[config.mk]
export PLATFORM = sky130hd
export DESIGN_NAME = apb_2_lint_flat
export DESIGN_NICKNAME = d
export VERILOG_FILES = /design/src/rtl/apb_2_lint_pkg.sv /design/src/rtl/apb_2_lint_if.sv /design/src/rtl/apb_2_lint.sv /design/src/flat_wrapper.sv
export SDC_FILE = /design/constraint.sdc
export NUM_CORES = 1
export LEC_CHECK = 0
export BUFFER_PORTS_ARGS = -buffer_cell sky130_fd_sc_hd__buf_2
export CAP_MARGIN = 20
export CORE_MARGIN = 2
export CORE_UTILIZATION = 30
export CTS_BUF_LIST = sky130_fd_sc_hd__clkbuf_4
export DETAILED_ROUTE_END_ITERATION = 8
export PLACE_DENSITY = 0.56
export SETUP_SLACK_MARGIN = 0.1
export SYNTH_ARGS = -nofsm -noshare
export SYNTH_HDL_FRONTEND = slang
export SYNTH_SLANG_ARGS = --single-unit
[constraint.sdc]
create_clock -name clk -period 8.55 [get_ports clk]
set_input_delay 1.71 -clock clk [delete_from_list [all_inputs] [get_ports clk]]
set_output_delay 1.71 -clock clk [all_outputs]
set_load 0.1 [all_outputs]
[src/rtl/apb_2_lint_pkg.sv]
`default_nettype none
// ============================================================================
//  Module   : apb_2_lint_pkg
//  Brief    : Shared types and constants for the APB3-slave to LINT-master
//             bridge (FSM state encoding, full byte-enable, default timeout).
//  Revision : 1.0 - initial release
// ============================================================================
package apb_2_lint_pkg;

  // Bridge FSM: capture setup, wait for grant, wait for response, ack APB
  typedef enum logic [1:0] {
    IDLE = 2'd0,
    REQ  = 2'd1,
    RESP = 2'd2,
    DONE = 2'd3
  } state_e;

  // APB3 has no strobes, so every LINT access is a full 32-bit word
  localparam logic [3:0] LINT_BE_FULL = 4'hF;

  // Abort threshold used when the timeout build option is enabled
  localparam int TIMEOUT_CYCLES_DEFAULT = 255;

endpackage
`default_nettype wire

[src/rtl/apb_2_lint_if.sv]
`default_nettype none
// ============================================================================
//  Module   : apb_2_lint_if
//  Brief    : Bundles the APB3 slave port and the LINT master port of the
//             bridge. 'slave' is the bridge view, 'master' the environment
//             view (APB initiator plus LINT target).
//  Revision : 1.0 - initial release
// ============================================================================
interface apb_2_lint_if #(
  parameter int ADDR_WIDTH = 32,
  parameter int DATA_WIDTH = 32,
  parameter int BE_WIDTH   = DATA_WIDTH / 8
);

  // APB3 side
  logic [ADDR_WIDTH-1:0] PADDR;
  logic [DATA_WIDTH-1:0] PWDATA;
  logic                  PWRITE;
  logic                  PSEL;
  logic                  PENABLE;
  logic [DATA_WIDTH-1:0] PRDATA;
  logic                  PREADY;
  logic                  PSLVERR;

  // LINT side
  logic                  data_req_o;
  logic [ADDR_WIDTH-1:0] data_add_o;
  logic                  data_we_o;
  logic [DATA_WIDTH-1:0] data_wdata_o;
  logic [BE_WIDTH-1:0]   data_be_o;
  logic                  data_gnt_i;
  logic                  data_r_valid_i;
  logic [DATA_WIDTH-1:0] data_r_rdata_i;

  modport slave (
    input  PADDR, PWDATA, PWRITE, PSEL, PENABLE,
    output PRDATA, PREADY, PSLVERR,
    output data_req_o, data_add_o, data_we_o, data_wdata_o, data_be_o,
    input  data_gnt_i, data_r_valid_i, data_r_rdata_i
  );

  modport master (
    output PADDR, PWDATA, PWRITE, PSEL, PENABLE,
    input  PRDATA, PREADY, PSLVERR,
    input  data_req_o, data_add_o, data_we_o, data_wdata_o, data_be_o,
    output data_gnt_i, data_r_valid_i, data_r_rdata_i
  );

endinterface
`default_nettype wire

[src/rtl/apb_2_lint.sv]
`default_nettype none
// ============================================================================
//  Module   : apb_2_lint
//  Brief    : APB3 slave to LINT master bridge. One outstanding word access;
//             PREADY is held low until the LINT response returns. All
//             outputs are registered.
//  Options  : APB_2_LINT_TIMEOUT_EN - abort a transfer after TIMEOUT_CYCLES
//             cycles in REQ/RESP with PSLVERR, and swallow the late response.
//  Revision : 1.0 - initial release
// ============================================================================
module apb_2_lint
  import apb_2_lint_pkg::*;
#(
  parameter int ADDR_WIDTH     = 32,
  parameter int DATA_WIDTH     = 32,
  parameter int BE_WIDTH       = DATA_WIDTH / 8,
  parameter int TIMEOUT_CYCLES = TIMEOUT_CYCLES_DEFAULT
) (
  input  logic             clk,
  input  logic             rst,
  apb_2_lint_if.slave      bus
);

  state_e                state_q;
  logic [DATA_WIDTH-1:0] prdata_q;
  logic                  pready_q;
  logic                  pslverr_q;
  logic                  req_q;
  logic [ADDR_WIDTH-1:0] add_q;
  logic                  we_q;
  logic [DATA_WIDTH-1:0] wdata_q;
  logic [BE_WIDTH-1:0]   be_q;

  logic                  w_timeout;  // abort threshold reached this cycle
  logic                  w_rvalid;   // response that belongs to this transfer
  logic                  w_unused;

`ifdef APB_2_LINT_TIMEOUT_EN
  localparam int                 c_cnt_w   = $clog2(TIMEOUT_CYCLES + 1);
  localparam logic [c_cnt_w-1:0] c_to_last = c_cnt_w'(TIMEOUT_CYCLES - 1);
  localparam logic [c_cnt_w-1:0] c_to_max  = c_cnt_w'(TIMEOUT_CYCLES);

  logic [c_cnt_w-1:0] cnt_q;
  logic               drop_rvalid_q;

  // Fires on the edge that ends the TIMEOUT_CYCLES-th cycle spent in REQ/RESP
  assign w_timeout = (cnt_q >= c_to_last);
  // A response owed to an aborted transfer is consumed here, not forwarded
  assign w_rvalid  = bus.data_r_valid_i && !drop_rvalid_q;

  // Cycle counter: cleared while idle, counts REQ/RESP cycles, saturates
  always_ff @(posedge clk or posedge rst) begin
    if (rst) begin
      cnt_q <= '0;
    end else if (state_q == IDLE) begin
      cnt_q <= '0;
    end else if ((state_q == REQ || state_q == RESP) && cnt_q != c_to_max) begin
      cnt_q <= cnt_q + c_cnt_w'(1);
    end
  end

  // Remember that a granted request was abandoned so its late rvalid is dropped
  always_ff @(posedge clk or posedge rst) begin
    if (rst) begin
      drop_rvalid_q <= 1'b0;
    end else if (state_q == RESP && !w_rvalid && w_timeout) begin
      drop_rvalid_q <= 1'b1;
    end else if (bus.data_r_valid_i) begin
      drop_rvalid_q <= 1'b0;
    end
  end

  assign w_unused = ^bus.PADDR[1:0];
`else
  assign w_timeout = 1'b0;
  assign w_rvalid  = bus.data_r_valid_i;
  assign w_unused  = ^{bus.PADDR[1:0], (TIMEOUT_CYCLES != 0)};
`endif

  // Bridge FSM with all APB and LINT outputs registered in the same block
  always_ff @(posedge clk or posedge rst) begin
    if (rst) begin
      state_q   <= IDLE;
      prdata_q  <= '0;
      pready_q  <= 1'b0;
      pslverr_q <= 1'b0;
      req_q     <= 1'b0;
      add_q     <= '0;
      we_q      <= 1'b0;
      wdata_q   <= '0;
      be_q      <= '0;
    end else begin
      case (state_q)
        IDLE: begin
          // Launch the LINT request straight from the APB setup phase
          if (bus.PSEL && !bus.PENABLE) begin
            add_q   <= {bus.PADDR[ADDR_WIDTH-1:2], 2'b00};
            we_q    <= bus.PWRITE;
            wdata_q <= bus.PWDATA;
            be_q    <= LINT_BE_FULL;
            req_q   <= 1'b1;
            state_q <= REQ;
          end
        end
        REQ: begin
          // Progress beats the timeout when both land on the same edge
          if (bus.data_gnt_i) begin
            req_q   <= 1'b0;
            state_q <= RESP;
          end else if (w_timeout) begin
            req_q     <= 1'b0;
            pready_q  <= 1'b1;
            pslverr_q <= 1'b1;
            state_q   <= DONE;
          end
        end
        RESP: begin
          if (w_rvalid) begin
            if (!we_q) begin
              prdata_q <= bus.data_r_rdata_i;
            end
            pready_q <= 1'b1;
            state_q  <= DONE;
          end else if (w_timeout) begin
            pready_q  <= 1'b1;
            pslverr_q <= 1'b1;
            state_q   <= DONE;
          end
        end
        DONE: begin
          // PREADY was high for exactly this cycle; APB access ends here
          pready_q  <= 1'b0;
          pslverr_q <= 1'b0;
          state_q   <= IDLE;
        end
        default: begin
          state_q <= IDLE;
        end
      endcase
    end
  end

  assign bus.PRDATA       = prdata_q;
  assign bus.PREADY       = pready_q;
  assign bus.PSLVERR      = pslverr_q;
  assign bus.data_req_o   = req_q;
  assign bus.data_add_o   = add_q;
  assign bus.data_we_o    = we_q;
  assign bus.data_wdata_o = wdata_q;
  assign bus.data_be_o    = be_q;

endmodule
`default_nettype wire

[src/flat_wrapper.sv]
// flat-port wrapper written by rule: the top's interface ports become plain ports
module apb_2_lint_flat import apb_2_lint_pkg::*;
#(
  parameter int ADDR_WIDTH     = 32,
  parameter int DATA_WIDTH     = 32,
  parameter int BE_WIDTH       = DATA_WIDTH / 8,
  parameter int TIMEOUT_CYCLES = TIMEOUT_CYCLES_DEFAULT
)
  (clk, rst, bus_PADDR, bus_PWDATA, bus_PWRITE, bus_PSEL, bus_PENABLE, bus_PRDATA, bus_PREADY, bus_PSLVERR, bus_data_req_o, bus_data_add_o, bus_data_we_o, bus_data_wdata_o, bus_data_be_o, bus_data_gnt_i, bus_data_r_valid_i, bus_data_r_rdata_i);
  apb_2_lint_if #(.ADDR_WIDTH(ADDR_WIDTH), .DATA_WIDTH(DATA_WIDTH), .BE_WIDTH(BE_WIDTH)) bus_i ();
  input  logic clk;
  input  logic rst;
  input wire logic [$bits(bus_i.PADDR)-1:0] bus_PADDR;
  input wire logic [$bits(bus_i.PWDATA)-1:0] bus_PWDATA;
  input wire logic [$bits(bus_i.PWRITE)-1:0] bus_PWRITE;
  input wire logic [$bits(bus_i.PSEL)-1:0] bus_PSEL;
  input wire logic [$bits(bus_i.PENABLE)-1:0] bus_PENABLE;
  output wire logic [$bits(bus_i.PRDATA)-1:0] bus_PRDATA;
  output wire logic [$bits(bus_i.PREADY)-1:0] bus_PREADY;
  output wire logic [$bits(bus_i.PSLVERR)-1:0] bus_PSLVERR;
  output wire logic [$bits(bus_i.data_req_o)-1:0] bus_data_req_o;
  output wire logic [$bits(bus_i.data_add_o)-1:0] bus_data_add_o;
  output wire logic [$bits(bus_i.data_we_o)-1:0] bus_data_we_o;
  output wire logic [$bits(bus_i.data_wdata_o)-1:0] bus_data_wdata_o;
  output wire logic [$bits(bus_i.data_be_o)-1:0] bus_data_be_o;
  input wire logic [$bits(bus_i.data_gnt_i)-1:0] bus_data_gnt_i;
  input wire logic [$bits(bus_i.data_r_valid_i)-1:0] bus_data_r_valid_i;
  input wire logic [$bits(bus_i.data_r_rdata_i)-1:0] bus_data_r_rdata_i;
  assign bus_i.PADDR = bus_PADDR;
  assign bus_i.PWDATA = bus_PWDATA;
  assign bus_i.PWRITE = bus_PWRITE;
  assign bus_i.PSEL = bus_PSEL;
  assign bus_i.PENABLE = bus_PENABLE;
  assign bus_PRDATA = bus_i.PRDATA;
  assign bus_PREADY = bus_i.PREADY;
  assign bus_PSLVERR = bus_i.PSLVERR;
  assign bus_data_req_o = bus_i.data_req_o;
  assign bus_data_add_o = bus_i.data_add_o;
  assign bus_data_we_o = bus_i.data_we_o;
  assign bus_data_wdata_o = bus_i.data_wdata_o;
  assign bus_data_be_o = bus_i.data_be_o;
  assign bus_i.data_gnt_i = bus_data_gnt_i;
  assign bus_i.data_r_valid_i = bus_data_r_valid_i;
  assign bus_i.data_r_rdata_i = bus_data_r_rdata_i;
  apb_2_lint #(.ADDR_WIDTH(ADDR_WIDTH), .DATA_WIDTH(DATA_WIDTH), .BE_WIDTH(BE_WIDTH), .TIMEOUT_CYCLES(TIMEOUT_CYCLES)) u_core (.clk(clk), .rst(rst), .bus(bus_i));
endmodule
==> results of run 1 <==
[synthesized netlist by cell type]
cell and number:
nand3b_1 1, ha_1 5, mux2_2 86, nand2b_1 3, nand2_4 1, a31oi_1 1, buf_2 3, buf_6 6
a221o_2 1, conb_1 1, inv_1 5, buf_4 6, mux2i_1 1, nor2_1 1, dfrtp_1 100, mux2_4 1
mux2_1 9, a22oi_1 1, o2bb2ai_1 1, and2b_1 1, a21oi_1 2, nor2b_4 1
[cell usage in the layout, fill, tap and decap left out, types with 2 or more instances in the layout]
| cell | synthesis | final |
|---|---|---|
| ha_1 | 5 | 5 |
| buf_2 | 3 | 201 |
| clkinv_1 | 0 | 3 |
| buf_4 | 6 | 2 |
| mux2_2 | 86 | 86 |
| inv_1 | 5 | 4 |
| mux2_1 | 9 | 9 |
| clkbuf_4 | 0 | 12 |
| conb_1 | 1 | 3 |
| nand2b_1 | 3 | 3 |
| dfrtp_1 | 100 | 100 |
| a21oi_1 | 2 | 2 |
[worst max path at each step]
stage	from	to	slack, ns	cells past startpoint
finish	u_core.bus.data_be_o[0]	bus_data_be_o[0]	5.51	1
global route	u_core.bus.data_be_o[0]	bus_data_be_o[1]	5.37	1
CTS	u_core.bus.data_be_o[0]	bus_data_be_o[0]	5.44	1
detailed placement	bus_PSEL	u_core.bus.data_wdata_o[27]	5.38	4
global placement	bus_PSEL	u_core.bus.data_wdata_o[15]	5.41	4
floorplan	rst	u_core.bus.PRDATA[0]	4.22	1
[through the flow]
stage / hold WS, ns / utilization (%) / std cells
floorplan: 0.534 / - / 239
global placement: 0.473 / 39.7 / 599
detailed placement: 0.480 / 39.7 / 599
CTS: 0.512 / 40.6 / 615
global route: 0.520 / 40.6 / 615
finish: 0.509 / 40.6 / 615
[flip-flops by register name (all words and copies together), names as in the netlist]
name                     count
u_core.bus.data_be_o         1
u_core.bus.PRDATA           32
u_core.bus.PREADY            1
u_core.bus.data_add_o       30
u_core.bus.data_we_o         1
u_core.state_q               2
u_core.bus.data_wdata_o     32
u_core.bus.data_req_o        1
[area by class of cell]
type | count | area (µm²)
well taps | 172 | 215
multi-input cells | 119 | 1270
repair buffers | 203 | 1020
inverters | 5 | 21.3
clock inverters | 4 | 16.3
flip-flops and latches | 100 | 2500
clock buffers | 12 | 90.1
fillers | 1279 | 7530
[routing by layer]
metal	share of wire [%]	vias to the layer above
li1	-	1216
met1	41	1275
met2	48	117
met3	9.7	10
met4	1.6	0
met5	0	-
[cell families after synthesis]
logic type | after synthesis
buffers and inverters | 20
flip-flops | 100
AO/OA/AOI/OAI | 6
multiplexers | 97
AND/OR/NAND/NOR | 8
other | 1
adder cells (fa/ha/maj) | 5
==> results.cfg, run 1 <==
[logic_synthesis]
yosys_warnings = 0
synth_compound_area_share_pct = 1.12
synth_mux_area_share_pct = 28.0
synth-simple-area-share_pct = 1.60
syn_area_um2 = 3920
synth_top_family_by_area = multiplexers
synth-xor-area-share_pct = 0
synth_largest_area_cell = dfrtp_1
avgSynthCellArea_um2 = 16.5
netlist.area_leader.share_pct = 63.9
synth_cell_types = 22
synthAdderAreaFrac_pct = 1.60
netlist_instances = 237
ys_ff_latch = 100
ys_top_cells_by_area = dfrtp_1 64%, mux2_2 25%, mux2_1 2.6%
seq_area_frac_synth_pct = 63.9

[setup_path]
cp-end-kind = primary output
critPathMaxFanout = 5
max_stage_delay_ns = 0.45
reg2regPathDepth = 4
critPathArrivalTime_ns = 1.33
critPathBufInv = 1
cp_data_required_time_ns = 6.84
r2r_start = u_core.state_q[0]
ff2ff_setup_slack_ns = 6.57
slowest_stage = buf_2
cp_top_family = buffers and inverters
worst_r2r_endpoint = u_core.bus.data_wdata_o[17]
path_cells = buf_2
critPathLaunchType = flip-flop
path_class = reg -> out

[timing]
final.setup.worst_slack_ns = 5.51
drv_slew = 0
final-hold-violation-count = 0
setup_violations = 0
rsz0062_at_grt = false
slew_headroom_pct = 43.3
fmax_mhz = 329
period_needed_ns = 3.04
final.setup.tns_ns = 0
tightest_slew_ns = 0.851
skew_ns = 0.0101
layout_worst_path_cycle_share_pct = 35.5

[finish]
areaGrowthSynthToFinish_pct = 31.3
final_nets = 546
fin_area_um2 = 5140
layout-drive-gt1-share_pct = 69.3
antenna_cells = 0

[run_status]
status = complete, no violations

[clock_tree]
hold_buffers = 0
path_clk_slew_ns = 0.14
post_cts_buffers = 0
clk_latency_ns = 0.47
cts_buffer_depth = 2
cts_resized = 0
clock_sinks = 100
htree_levels = 3
cts_buffers = 9
cts_root_buf = clkbuf_4
cts_tree = yes

[worst_hold_path]
worst_hold_path.num_cells = 1
worst_hold_path_type = reg -> reg
min_to = u_core.bus.data_add_o[27]
worstHoldStart = u_core.bus.data_add_o[27]

[place]
io_buffer_count = 201
post-place-ws_ns = 5.38
gp_congestion = 0.695
dp_hpwl_um = 6100
place_area_um2 = 5030

[grt]
grt_use_met1_pct = 14.3
track_usage_pct = 12.6
grt.busiest_layer = met2
grt_pass1_vias = 2728
grt_max_degree = 65
antenna_found_initial = 0
overflow = 0
use_met2_pct = 20.0
grt_pass1_wl_um = 13800
gr-usage-met3_pct = 6.71

[detailed_routing]
firstDrtPassIters = 4
routedWlPerCell_um = 13.5
ant_nets = 0
num_vias = 2618
drt_iter0_markers = 94
wl_um = 8330
drc = 0
avgViaCountPerCell = 4.26

[floorplan]
die_h_um = 118
fp-row-count = 41
ios = 207
core_um2 = 12700
die_w_um = 118
die-area_um2 = 14000
start_util_pct = 30.9

[flow_run]
drv_cap = 0
Power of run 1 is not shown: default switching activity piles up to over one toggle a cycle in this logic, so the estimate is an artifact.
==> run 2: changes to the inputs <==
--- a/config.mk
+++ b/config.mk
@@ -5,13 +5,14 @@
 export SDC_FILE = /design/constraint.sdc
 export NUM_CORES = 1
 export LEC_CHECK = 0
+export ABC_AREA = 1
 export BUFFER_PORTS_ARGS = -buffer_cell sky130_fd_sc_hd__buf_2
 export CAP_MARGIN = 20
 export CORE_MARGIN = 2
 export CORE_UTILIZATION = 30
 export CTS_BUF_LIST = sky130_fd_sc_hd__clkbuf_4
 export DETAILED_ROUTE_END_ITERATION = 8
-export PLACE_DENSITY = 0.56
+export PLACE_DENSITY = 0.57
 export SETUP_SLACK_MARGIN = 0.1
 export SYNTH_ARGS = -nofsm -noshare
 export SYNTH_HDL_FRONTEND = slang
==> constraint.sdc (replaced) <==
create_clock -name clk -period 2.6 [get_ports clk]
set_input_delay 0.52 -clock clk [delete_from_list [all_inputs] [get_ports clk]]
set_output_delay 0.52 -clock clk [all_outputs]
set_load 0.1 [all_outputs]
==> results.cfg, run 2 <==
[clock_tree]
clock_sinks = 100
clk_latency_ns = 0.45
cts_resized = 0
post_cts_buffers = 0
path_clk_slew_ns = 0.15
hold_buffers = 0
cts_buffer_depth = 2
cts_tree = yes
cts_root_buf = clkbuf_4
htree_levels = 3
cts_buffers = 9

[logic_synthesis]
netlist.area_leader.share_pct = 56.9
synth_top_family_by_area = simple AND/OR/NAND/NOR gates
seq_area_frac_synth_pct = 56.9
synth_compound_area_share_pct = 12.3
ys_ff_latch = 100
synth-edff-count = 0
yosys_warnings = 0
synthTopCellsByCount = 139 x nand2_1, 100 x dfrtp_1, 74 x inv_1
synth_largest_area_cell = dfrtp_1
synth-simple-area-share_pct = 16.6
synthArstFlopShare_pct = 100
synth-xor-area-share_pct = 0
avgSynthCellArea_um2 = 9.66
ys_top_cells_by_area = dfrtp_1 57%, nand2_1 12%, o21ai_2 11%
synthAdderAreaFrac_pct = 1.42
synth_mux_area_share_pct = 0
netlist_instances = 455
syn_area_um2 = 4390
synth.most_common_cell = nand2_1
synth_cell_types = 19
synth-main-ff-cell = dfrtp_1

[detailed_routing]
avgViaCountPerCell = 4.15
drc = 0
wl_um = 10100
drt_iter0_markers = 119
routedWlPerCell_um = 12.0
wl_met2_um = 4920
wl_met3_um = 695
routed.top_layer = met4
num_vias = 3488
ant_nets = 0
firstDrtPassIters = 4
m1WireLength_um = 4240

[timing]
tightest_slew_ns = 0.596
rsz0062_at_grt = false
setup_violations = 0
period_needed_ns = 1.83
final.setup.tns_ns = 0
final-hold-violation-count = 0
skew_ns = 0.0208
fmax_mhz = 545
drv_slew = 0
slew_headroom_pct = 60.1
layout_worst_path_cycle_share_pct = 70.6

[grt]
antenna_found_initial = 3
overflow = 0
grt_pass1_vias = 3597
grt_max_degree = 101
grt_pass1_wl_um = 17100
track_usage_pct = 13.4

[finish]
multiInputGateArea_um2 = 1350
most-common-layout-cells = 201 x buf_2, 139 x nand2_1, 100 x dfrtp_1
layout-drive-gt1-share_pct = 43.8
final_nets = 757
areaGrowthSynthToFinish_pct = 28.2
utilization_pct = 39.1
final_common_cell = buf_2
regArea_um2 = 2500
fillers = 1506

[run_status]
status = complete, no violations

[setup_path]
path_cells = buf_2
critPathArrivalTime_ns = 1.31
cp_data_required_time_ns = 2.08
cp_top_family = buffers and inverters
slowest_stage = buf_2
cp-end-kind = primary output
max_stage_delay_ns = 0.44
path_depth = 1
setup.worst_path.start = u_core.bus.data_be_o[0]
critPathMaxFanout = 5
r2r_start = u_core.state_q[0]
critPathBufInv = 1
critPathLaunchType = flip-flop
path_class = reg -> out
reg2regPathDepth = 6

[floorplan]
ios = 207
die_h_um = 125
fp-row-count = 44
start_util_pct = 30.5
core_um2 = 14400
die_w_um = 125
die-area_um2 = 15600

[place]
dp_hpwl_um = 7440
io_buffer_count = 201
gp_congestion = 0.733

[worst_hold_path]
worst_hold_path_type = in -> async

[flow_run]
drv_cap = 0
run 2: cell types whose count changed after synthesis, sizes merged, moves of 14 or more:
cell and change:
nand2 +139, mux2 -96, inv +71, o21ai +63
nand3 +35, buf +14
run 2: worst paths after layout:
| kind | end | slack [ns] |
|---|---|---|
| worst max-delay path | bus_data_be_o[1] | 0.77 |
| worst min-delay path | u_core.bus.data_wdata_o[21] | 0.14 |
| worst max register to register | u_core.bus.data_wdata_o[24] | 0.79 |
| worst min register to register | u_core.bus.PRDATA[14] | 0.48 |
| max in group asynchronous | u_core.bus.PRDATA[10] | 1.94 |
| min in group clk | u_core.bus.data_add_o[4] | 0.28 |
run 2: final cells by class:
| type | count | area share (%) |
|---|---|---|
| Tap cell | 184 | 4.09 |
| Clock inverter | 5 | 0.955 |
| Antenna cell | 3 | 0.133 |
| Inverter | 76 | 5.13 |
| Sequential cell | 100 | 44.4 |
| Multi-Input combinational cell | 252 | 24.0 |
| Clock buffer | 10 | 1.33 |
| Timing Repair Buffer | 210 | 19.9 |
run 2: kinds of logic after synthesis:
group / Yosys count
AOI/OAI and AO/OA: 65
adders and majority gates: 5
buffers and inverters: 105
DFF: 100
other: 1
and+or+nand+nor: 179
run 2: layer usage:
layer / vias up / GRT usage, %
met5: - / 0
met4: 0 / 6.60
met3: 17 / 3.72
met2: 111 / 22.8
met1: 1592 / 15.6
li1: 1768 / -
run 2: stage by stage:
step	hold WS (ns)	cells	setup WS, ns	instance area (µm²)
2_1_floorplan	0.491	457	0.707	4410
3_3_place_gp	0.451	822	0.814	5500
3_5_place_dp	0.456	822	0.767	5500
4_1_cts	0.177	837	0.703	5630
5_1_grt	0.205	839	0.611	5630
6_report	0.143	840	0.765	5630
Power of run 2 is left out for the same reason.
==> run 3: changes to the inputs <==
==> constraint.sdc (replaced) <==
create_clock -name clk -period 1.55 [get_ports clk]
set_input_delay 0.31 -clock clk [delete_from_list [all_inputs] [get_ports clk]]
set_output_delay 0.31 -clock clk [all_outputs]
set_load 0.1 [all_outputs]
==> results.cfg, run 3 (synthesized netlist as in run 2, its figures left out) <==
[setup_path]
cp_data_required_time_ns = 1.24
critPathArrivalTime_ns = 1.14
path_class = reg -> out
cp_top_family = flip-flops
path_cells = buf_6
critPathLaunchType = flip-flop
slowest_stage = dfrtp_2
max_stage_delay_ns = 0.46
critPathMaxFanout = 5
reg2regPathDepth = 7
critPathBufInv = 1
setup.worst_path.start = u_core.bus.data_be_o[0]
cp-end-kind = primary output
r2r_start = u_core.state_q[1]
path_depth = 1

[clock_tree]
path_clk_slew_ns = 0.14
cts_root_buf = clkbuf_4
clock_sinks = 100
htree_levels = 3
cts_buffers = 9
clk_latency_ns = 0.43
cts_tree = yes
cts_buffer_depth = 2

[place]
gp_congestion = 0.776
io_buffer_count = 201
place_area_um2 = 5590
dp_hpwl_um = 7510
post-place-ws_ns = 0.0493

[finish]
layout-drive-gt1-share_pct = 48.3
fillers = 1300
utilization_pct = 49.6
multiInputGateArea_um2 = 1400
most-common-layout-cells = 129 x nand2_1, 100 x buf_2, 98 x dfrtp_1
final_nets = 786
antenna_cells = 0
fin_area_um2 = 7150
regArea_um2 = 2500
areaGrowthSynthToFinish_pct = 62.8
final_common_cell = nand2_1

[timing]
fmax_mhz = 690
layout_worst_path_cycle_share_pct = 93.5
setup_violations = 0
drv_slew = 0
rsz0062_at_grt = true
final.setup.worst_slack_ns = 0.100
hold_ws_ns = 0.0907
tightest_slew_ns = 0.560
final-hold-violation-count = 0
skew_ns = 0.0118
slew_headroom_pct = 62.6
period_needed_ns = 1.45

[detailed_routing]
drc = 0
routedWlPerCell_um = 13.2
num_vias = 3693
avgViaCountPerCell = 4.27
wl_um = 11400
ant_nets = 0
drt_iter0_markers = 102
firstDrtPassIters = 6

[grt]
grt_max_degree = 57
grt_pass1_wl_um = 18600
overflow = 0
track_usage_pct = 14.5
grt_pass1_vias = 3919
antenna_found_initial = 0

[worst_hold_path]
worstHoldStart = bus_PADDR[10]
worst_hold_path_type = in -> reg
worst_hold_path.num_cells = 3

[run_status]
status = complete, no violations

[floorplan]
die-area_um2 = 15600
fp-row-count = 44
start_util_pct = 30.5
die_h_um = 125
die_w_um = 125
ios = 207
core_um2 = 14400

[flow_run]
drv_cap = 0
==> run 3: repair_timing <==
item                                    CTS  global route
resized for setup                       226           117
hold endpoints to repair                 56             0
endpoints found under the setup margin  128           118
pin swaps                                 0             1
setup buffers                             3            13
hold buffers                              1             0
gates cloned                              1             2
==> run 3: worst paths after layout <==
path                                         endpoint  slack [ns]
max in group asynchronous     u_core.bus.data_be_o[0]        0.52
max reg2reg                u_core.bus.data_wdata_o[4]        0.13
max                                  bus_data_be_o[0]        0.10
min                         u_core.bus.data_add_o[10]        0.09
min reg2reg                     u_core.bus.PRDATA[27]        0.51
min in group asynchronous       u_core.bus.PRDATA[16]        0.49
==> run 3: final cells by class <==
class | count | area share (%)
timing repair buffer | 239 | 36.2
tap | 184 | 3.22
inverter | 76 | 4.04
multi-input combinational | 252 | 19.5
sequential | 100 | 35.0
clock inverter | 3 | 0.892
clock buffer | 11 | 1.15
==> run 3: metrics by stage <==
step	TNS, ns	std cells
after detailed placement	0	831
after global placement	0	831
final	0	865
after CTS	0	850
after global routing	0	865
after floorplan	-0.108	457
==> run 3: routing by layer <==
metal | share of wire [%] | GRT usage (%) | routed length, µm | vias to the layer above
met5 | 0 | 0 | 0 | -
met4 | 1.6 | 5.82 | 181 | 0
met3 | 7.1 | 3.77 | 807 | 12
met2 | 51 | 25.1 | 5800 | 136
met1 | 41 | 17.1 | 4650 | 1719
li1 | - | - | - | 1826
==> run 3: worst reg2reg max path, stage by stage, from the launching register on <==
cell,delay [ns]
dfrtp_1,0.43
inv_2,0.10
ha_4,0.15
nand3_4,0.16
clkbuf_16,0.21
buf_4,0.15
nand2_1,0.08
o21ai_2,0.06
Power of run 3 is left out for the same reason.
